**src/rtl/tlc5955_receiver_pkg.sv**
```systemverilog
// Shared TLC5955 frame geometry, used by the receiver RTL and by the controller's benches.
package tlc5955_receiver_pkg;
    localparam int              GsBits    = 768;
    localparam int              FrameBits = 769;
    localparam int              CfgBits   = 384;
    localparam int              WordBits  = 16;
    localparam int              GsWords   = 48;
    localparam int              CfgWords  = 24;
    localparam logic [7:0]      CfgHeader = 8'h96;
endpackage

```
**src/rtl/tlc5955_receiver_rx_device.sv**
```systemverilog
// One emulated TLC5955: 769-bit shift slice plus GS and config latches.
// Latency: shift/load take effect on the enabling clk edge; backpressure: none, strobes are always accepted.
module tlc5955_rx_device
    import tlc5955_receiver_pkg::*;
(
    input  logic               clk,
    input  logic               reset,
    input  logic               i_shift_en,
    input  logic               i_shift_in,
    input  logic               i_gs_load,
    input  logic               i_cfg_load,
    output logic               o_shift_out,
    output logic               o_select,
    output logic               o_header_ok,
    output logic [GsBits-1:0]  o_gs_latch,
    output logic [CfgBits-1:0] o_cfg_latch
);

    logic [FrameBits-1:0] r_shift;
    logic [GsBits-1:0]    r_gs_latch;
    logic [CfgBits-1:0]   r_cfg_latch;

    // Loads never coincide with a shift, so both latches capture the settled frame.
    always_ff @(posedge clk) begin
        if (reset) begin
            r_shift     <= '0;
            r_gs_latch  <= '0;
            r_cfg_latch <= '0;
        end else begin
            if (i_shift_en)
                r_shift <= {r_shift[FrameBits-2:0], i_shift_in};
            if (i_gs_load)
                r_gs_latch <= r_shift[GsBits-1:0];
            if (i_cfg_load)
                r_cfg_latch <= r_shift[CfgBits-1:0];
        end
    end

    assign o_shift_out = r_shift[FrameBits-1];
    assign o_select    = r_shift[GsBits];
    assign o_header_ok = (r_shift[GsBits-1 -: 8] == CfgHeader);
    assign o_gs_latch  = r_gs_latch;
    assign o_cfg_latch = r_cfg_latch;

endmodule

```
**src/rtl/tlc5955_receiver.sv**
```systemverilog
// TLC5955 daisy-chain receiver: serial shift, GS/config latching, event pulses and word readback.
// Latency: pulses and read_data 1 cycle after the triggering edge; backpressure: none, strobes are never stalled.
module tlc5955_receiver
    import tlc5955_receiver_pkg::*;
#(
    parameter int DaisyChain = 1
) (
    input  logic        clk,
    input  logic        reset,
    input  logic        sclk,
    input  logic        mosi,
    input  logic        lat,
    output logic        miso,
    output logic        gs_latched,
    output logic        cfg_latched,
    output logic        frame_error,
    output logic [15:0] gs_count,
    output logic [15:0] cfg_count,
    input  logic        read_cfg,
    input  logic [15:0] read_addr,
    output logic [15:0] read_data
);

    localparam int             ChainBits = FrameBits * DaisyChain;
    localparam int             CntW      = $clog2(ChainBits + 2);
    localparam logic [CntW-1:0] CntFull  = CntW'(ChainBits);
    localparam logic [CntW-1:0] CntSat   = CntW'(ChainBits + 1);

    logic            r_sclk_q;
    logic            r_lat_q;
    logic [CntW-1:0] r_bit_cnt;
    logic            r_gs_latched;
    logic            r_cfg_latched;
    logic            r_frame_error;
    logic [15:0]     r_gs_count;
    logic [15:0]     r_cfg_count;
    logic [15:0]     r_read_data;

    logic                  w_sclk_rise;
    logic                  w_lat_rise;
    logic                  w_sclk_bad;
    logic                  w_shift_en;
    logic                  w_lat_ok;
    logic                  w_gs_load;
    logic                  w_cfg_load;
    logic                  w_lat_bad;
    logic [DaisyChain:0]   w_chain;
    logic [DaisyChain-1:0] w_select;
    logic [DaisyChain-1:0] w_header_ok;
    logic [DaisyChain-1:0] w_gs_hit;
    logic [DaisyChain-1:0] w_cfg_hit;
    logic [GsBits-1:0]     w_gs_latch  [DaisyChain];
    logic [CfgBits-1:0]    w_cfg_latch [DaisyChain];
    logic [5:0]            w_gs_idx    [DaisyChain];
    logic [4:0]            w_cfg_idx   [DaisyChain];
    logic [15:0]           w_gs_word   [DaisyChain];
    logic [15:0]           w_cfg_word  [DaisyChain];
    logic [15:0]           w_read_next;

    assign w_sclk_rise = sclk & ~r_sclk_q;
    assign w_lat_rise  = lat & ~r_lat_q;
    // A clock edge coinciding with a latch edge is rejected so the latch sees the pre-edge frame.
    assign w_sclk_bad  = w_sclk_rise & (r_lat_q | w_lat_rise);
    assign w_shift_en  = w_sclk_rise & ~w_sclk_bad;

    assign w_lat_ok   = w_lat_rise && (r_bit_cnt == CntFull);
    assign w_gs_load  = w_lat_ok && ~|w_select;
    assign w_cfg_load = w_lat_ok && (&w_select) && (&w_header_ok);
    assign w_lat_bad  = w_lat_rise && !w_gs_load && !w_cfg_load;

    assign w_chain[0] = mosi;

    for (genvar g = 0; g < DaisyChain; g++) begin : g_dev
        tlc5955_rx_device u_dev (
            .clk         (clk),
            .reset       (reset),
            .i_shift_en  (w_shift_en),
            .i_shift_in  (w_chain[g]),
            .i_gs_load   (w_gs_load),
            .i_cfg_load  (w_cfg_load),
            .o_shift_out (w_chain[g+1]),
            .o_select    (w_select[g]),
            .o_header_ok (w_header_ok[g]),
            .o_gs_latch  (w_gs_latch[g]),
            .o_cfg_latch (w_cfg_latch[g])
        );

        // Each device owns a contiguous address window; the index is zeroed outside it.
        assign w_gs_hit[g]  = !read_cfg && (read_addr >= 16'(g * GsWords))
                              && (read_addr < 16'((g + 1) * GsWords));
        assign w_cfg_hit[g] = read_cfg && (read_addr >= 16'(g * CfgWords))
                              && (read_addr < 16'((g + 1) * CfgWords));
        assign w_gs_idx[g]  = w_gs_hit[g]  ? 6'(read_addr - 16'(g * GsWords))  : 6'd0;
        assign w_cfg_idx[g] = w_cfg_hit[g] ? 5'(read_addr - 16'(g * CfgWords)) : 5'd0;
        assign w_gs_word[g]  = w_gs_latch[g][{w_gs_idx[g], 4'b0000} +: WordBits];
        assign w_cfg_word[g] = w_cfg_latch[g][{w_cfg_idx[g], 4'b0000} +: WordBits];
    end

    always_comb begin
        w_read_next = '0;
        for (int d = 0; d < DaisyChain; d++) begin
            if (w_gs_hit[d])
                w_read_next = w_gs_word[d];
            if (w_cfg_hit[d])
                w_read_next = w_cfg_word[d];
        end
    end

    always_ff @(posedge clk) begin
        if (reset) begin
            r_sclk_q      <= 1'b0;
            r_lat_q       <= 1'b0;
            r_bit_cnt     <= '0;
            r_gs_latched  <= 1'b0;
            r_cfg_latched <= 1'b0;
            r_frame_error <= 1'b0;
            r_gs_count    <= '0;
            r_cfg_count   <= '0;
            r_read_data   <= '0;
        end else begin
            r_sclk_q <= sclk;
            r_lat_q  <= lat;
            if (w_lat_rise)
                r_bit_cnt <= '0;
            else if (w_shift_en && (r_bit_cnt != CntSat))
                r_bit_cnt <= r_bit_cnt + 1'b1;
            r_gs_latched  <= w_gs_load;
            r_cfg_latched <= w_cfg_load;
            r_frame_error <= w_lat_bad | w_sclk_bad;
            if (w_gs_load)
                r_gs_count <= r_gs_count + 16'd1;
            if (w_cfg_load)
                r_cfg_count <= r_cfg_count + 16'd1;
            r_read_data <= w_read_next;
        end
    end

    assign miso        = w_chain[DaisyChain];
    assign gs_latched  = r_gs_latched;
    assign cfg_latched = r_cfg_latched;
    assign frame_error = r_frame_error;
    assign gs_count    = r_gs_count;
    assign cfg_count   = r_cfg_count;
    assign read_data   = r_read_data;

endmodule

```
**config.mk**
```make
export PLATFORM = sky130hd
export DESIGN_NAME = tlc5955_receiver
export DESIGN_NICKNAME = d
export VERILOG_FILES = /design/src/rtl/tlc5955_receiver_pkg.sv /design/src/rtl/tlc5955_receiver_rx_device.sv /design/src/rtl/tlc5955_receiver.sv
export SDC_FILE = /design/constraint.sdc
export NUM_CORES = 2
export LEC_CHECK = 0
export ABC_CLOCK_PERIOD_IN_PS = 2700
export CORE_MARGIN = 4
export CORE_UTILIZATION = 44
export DETAILED_ROUTE_END_ITERATION = 10
export GPL_ROUTABILITY_DRIVEN = 0
export PLACE_DENSITY = 0.57
export SLEW_MARGIN = 30
export SYNTH_ARGS = -nofsm -noshare
export SYNTH_HDL_FRONTEND = slang
export SYNTH_SLANG_ARGS = --single-unit
```
**constraint.sdc**
```tcl
create_clock -name clk -period 2.7 [get_ports clk]
set_input_delay 0.54 -clock clk [delete_from_list [all_inputs] [get_ports clk]]
set_output_delay 0.54 -clock clk [all_outputs]
set_load 0.005 [all_outputs]
```
Word-level counts from Yosys, hierarchy flattened --
Cells that the tools add are included.
Word-level totals: input port bits 22, bits in registers 1984, logic and storage cells 52
Operators by class: order comparisons 3, reduce and logical (&&, ||, !) cells 16, equal/unequal tests 3, add/subtract/negate cells 3, multiplexer cells 4, bitwise logic cells 9, shift-type cells 2
Operators with widths (number):
- $shiftx 768x11->16 | 1
- $shiftx 384x10->16 | 1
- $add 16x1->16 const B | 2
- $mux 16 | 2
- $ge 16x1->1 const B | 1
- $lt 16x5->1 const B | 1
- $lt 16x6->1 const B | 1
- $logic_and 1x1->1 | 11
- $add 10x1->10 const B | 1
- $eq 10x10->1 const B | 1
- $ne 10x10->1 const B | 1
- $eq 8x8->1 const B | 1
- $mux 6 | 1
- $mux 5 | 1
- $and 1x1->1 | 4
- $logic_not 1->1 | 4
- $not 1->1 | 3
- $or 1x1->1 | 2
- $reduce_or 2->1 | 1

Depth between registers and ports, before layout --
depth in word-level cells 8, gate-level depth with buffers 13

Hierarchy --
Synthesis repeated with hierarchy kept, for this count alone.
Unflattened totals: cells, all modules 8141, area total of the unflattened synthesis 81330.5 µm²
Modules (own cells, without submodules):
- tlc5955_rx_device | cells each 6196, times used 1, area an instance 67882.6 µm²
- tlc5955_receiver | cells each 1945, times used 1, area an instance 13447.9 µm²

Worst setup path after synthesis --
OpenSTA, ideal clock, no wires.
kind in2reg, start point input read_addr[15], end point register r_read_data[11], in the netlist read_data[11], stages on the path 9, buffers on the path 2, arrival 2.655 ns, slack -0.093 ns, path through nor4_4 -> nand3_2 -> nor3_1 -> buf_2 -> buf_2 -> mux2i_1 -> o22ai_1 -> o31ai_1 -> o221ai_1
On the way: word-level cells in the longest chain between the ends 7, elaborated cells on any way between the ends 13, those cells by class order compare (3); shift (2); mux (4); reduce/logical (4)
Ends and longest elaborated chain:
- start: declaration | RTL line tlc5955_receiver.sv:20 | input logic [15:0] read_addr,
- $ge 16x1->1 | RTL line tlc5955_receiver.sv:89, tlc5955_receiver.sv:91
- $logic_and 1x1->1 | RTL line tlc5955_receiver.sv:89 | assign w_gs_hit[g] = !read_cfg && (read_addr >= 16'(g * GsWords))
- $logic_and 1x1->1 | RTL line tlc5955_receiver.sv:90 | && (read_addr < 16'((g + 1) * GsWords));
- $mux 6 | RTL line tlc5955_receiver.sv:93 | assign w_gs_idx[g] = w_gs_hit[g] ? 6'(read_addr - 16'(g * GsWords)) : 6'd0;
- $shiftx 768x11->16 | RTL line tlc5955_receiver.sv:95 | assign w_gs_word[g] = w_gs_latch[g][{w_gs_idx[g], 4'b0000} +: WordBits];
- $mux 16 | RTL line tlc5955_receiver.sv:102 | if (w_gs_hit[d])
- $mux 16 (*) | RTL line tlc5955_receiver.sv:104 | if (w_cfg_hit[d])
- end signal: assignment | RTL line tlc5955_receiver.sv:134 | r_read_data <= w_read_next;
- end: declaration | RTL line tlc5955_receiver.sv:37 | logic [15:0] r_read_data;
Mark *: on every way between the ends. The rest lies on a longest branch, timed or not. A chain may end at the register's enable or synchronous reset.

Worst setup path after layout --
start point input read_addr[15], end point register r_read_data[6], in the netlist read_data[6]
The elaborated chain is that of the path after synthesis.

==> flow_metrics.py <==
metrics = {
    "status": {
        "outcome": "finished, final reports clean",
    },
    "sta": {
        "finalSetupTns_ps": 0,
        "setup_viol": 0,
        "fin_worst_skew_ps": 39.0,
        "setup_ws_ps": 13.4,
        "period_share_pct": 99.5,
        "tightestPinTransition_ps": 1110,
        "maxSlewHeadroom_pct": 26.1,
        "report.final.slew_viol_count": 0,
        "finalHoldViolCount": 0,
        "fin_crit_ps": 2690,
        "fin_hold_ws_ps": 70.6,
        "timing.fmax_mhz": 372,
    },
    "synthesis": {
        "synthTopCellsByCount": "nand2_1, a21oi_1, dfxtp_1",
        "synth_area_leaders": "dfxtp_1, nand2_1, a21oi_1",
        "synth-seq-cells": 1984,
        "synth_area_mm2": 0.0777,
        "synth_most_common_cell": "nand2_1",
        "synth_nets": 10100,
        "synth_flop_cell": "dfxtp_1",
        "synth-edff-count": 0,
        "yosysWarnings": 0,
        "netlist.area_leader.share_pct": 51.1,
        "synth_seq_area_share_pct": 51.1,
        "ys_types": 70,
        "avgSynthCellArea_um2": 7.73,
        "ys_async_sr_fraction_pct": 0,
        "syn-instance-count": 10100,
        "yosysTopAreaCell": "dfxtp_1",
    },
    "global_routing": {
        "grt_pass1_wl_um": 422000,
        "antenna_found_initial": 6,
        "use_met3_pct": 5.48,
        "met1_usage_pct": 38.2,
        "grt_usage_pct": 29.5,
        "top_usage_layer": "met2",
        "grt_max_degree": 203,
        "gr-total-overflow": 0,
        "met2_usage_pct": 45.9,
        "first_global_vias": 66600,
    },
    "setup_path": {
        "cp_num_buf_inv": 4,
        "crit_path_max_incr_delay_ps": 410,
        "crit_top_cell": "buf_4",
        "path_cells": "dlygate4sd2_1 -> nor4_4 -> buf_4 -> buf_4 -> and4_4 -> nand2_4 -> buf_12 -> a221oi_1 -> a211oi_1 -> or3_1 -> a32oi_1 -> o221ai_1",
        "worstPathRequired_ps": 3420,
        "critical_path.endpoint_type": "flip-flop",
        "crit_family": "simple AND/OR/NAND/NOR gates",
        "critPathMaxFanout": 25,
        "critical_path_class": "input port to flip-flop",
        "cp_slowest_cell": "or3_1",
        "arrival_ps": 3400,
        "start_kind": "input port",
    },
    "die": {
        "initial_core_util_pct": 44.5,
        "core_mm2": 0.175,
        "die-width_um": 428,
        "fp-row-count": 153,
        "die_h_um": 428,
        "io_pins": 74,
        "die_area_mm2": 0.183,
    },
    "clock_tree": {
        "holdBufCountCts": 0,
        "ctsRootBufferMaster": "clkbuf_16",
        "cts.clk_slew.worst_paths_ps": 60,
        "cts_made_buffers": 204,
        "insertion_delay_ps": 870,
        "clkSinkCount": 1984,
        "cts_tree": "yes",
        "cts_buffer_depth": 3,
        "htreeDepth": 4,
    },
    "finish": {
        "area_growth_pct": 19.4,
        "drive_above_1_share_pct": 11.7,
        "fin_nets": 10200,
    },
    "drt": {
        "wl_per_cell_um": 22.1,
        "firstDrtPassIters": 6,
        "drc": 0,
        "antenna_left": 0,
        "via_per_inst": 5.61,
        "routed_wl_um": 281000,
        "drt_iter0_drc": 7585,
        "via_count": 71200,
    },
    "pwr": {
        "power.total_mw": 60.5,
        "ir_drop_mv": 0.558,
        "power_density_mw_per_mm2": 652,
        "p_leak_nw": 30.5,
    },
    "placement": {
        "portBuffers": 73,
        "dp_hpwl_um": 196000,
        "place_ws_ps": -1290,
    },
    "min_path": {
        "hp-class": "input port to flip-flop",
    },
    "job": {
        "maxCapViolations": 0,
    },
}
## sequential cells by signal, summed over array words and instances (netlist names)
name,flops
g_dev.u_dev.o_gs_latch,768
gs_count,16
g_dev.u_dev.r_shift,769
g_dev.u_dev.o_cfg_latch,384
r_bit_cnt,10
r_sclk_q,1
cfg_latched,1
r_lat_q,1
gs_latched,1
frame_error,1
read_data,16
cfg_count,16
## layout by cell type, fill, tap and decap left out, drive strengths merged, types with 16 or more instances in the layout
master	n
a221oi	78
xor2	22
dfxtp	1984
a211oi	90
nand4	16
mux2	71
a221o	16
nor2	83
clkbuf	312
inv	16
or3	27
mux2i	173
nand2	3987
nor2b	43
a31oi	35
mux4	32
o221ai	35
and3	40
clkdlybuf4s50	61
buf	691
a21oi	2072
nand3	28
o21ai	92
nor4	20
a211o	25
o22ai	53
nor3	53
clkinv	44
## where the power goes
part | leakage [nW] | switching, mW | total (mW) | internal (mW)
logic | 11.0 | 1.38 | 1.85 | 0.462
clock network | 3.48 | 12.2 | 29.4 | 17.2
registers | 16.0 | 0.00370 | 29.3 | 29.3
## area by class of cell
class,count,area (um2)
antenna,4,10.0
clock buffer,312,6170
clock inverter,69,875
fill,16500,81900
inverter,10,37.5
multi-input combinational,7234,35200
sequential,1984,39700
tap,2325,2910
timing repair buffer,760,7920
## cells by family (layout without fill, tap and decap cells)
family	count (synthesis)	in the layout	synth area share, %
buffers and inverters	838	1151	4.20
flip-flops	1984	1984	51.1
multiplexers	276	276	4.18
AND/OR/NAND/NOR	4327	4327	21.8
adder cells (fa/ha/maj)	5	5	0.0805
AO/OA/AOI/OAI	2595	2595	18.3
other	0	4	0
XOR/XNOR	31	31	0.349
## path summary, 6_finish.rpt
kind | start | to | slack, ps | cells after the start
hold / removal | reset | g_dev[0].u_dev.r_shift[766] | 70 | 2
hold reg to reg | g_dev[0].u_dev.o_gs_latch[209] | g_dev[0].u_dev.o_gs_latch[209] | 440 | 2
setup / recovery | read_addr[15] | read_data[6] | 10 | 12
setup reg to reg | r_bit_cnt[5] | g_dev[0].u_dev.o_gs_latch[91] | 160 | 8
## per-layer routing
layer | vias to the layer above | wire length [um]
met2 | 2546 | 126000
met5 | - | 34
li1 | 33900 | -
met1 | 34100 | 116000
met3 | 695 | 20200
met4 | 6 | 19000
## what timing repair did
action	CTS	global route
cloned	3	0
resized for setup	70	36
endpoints found under the setup margin	16	16
pin swaps	22	3
buffers inserted	7	6
endpoints found under the hold margin	0	0
## worst reg2reg max path: stages, from the launching register on
cell     delay [ps]
dfxtp_1         330
nor4b_1         340
and4b_1         390
and3_1          250
and2_4          280
buf_12          240
buf_12          320
nand2_1         160
a21oi_1         170
## through the flow
step                      utilization, %  instance area [um2]  std cells
after CTS                           53.0                92600      12700
after detailed placement            48.7                85200      12300
after global routing                53.1                92800      12700
after floorplan                        -                77800      10100
after global placement              48.7                85200      12300
final                               53.1                92800      12700
Note: power is estimated with default switching activity, not from simulation.
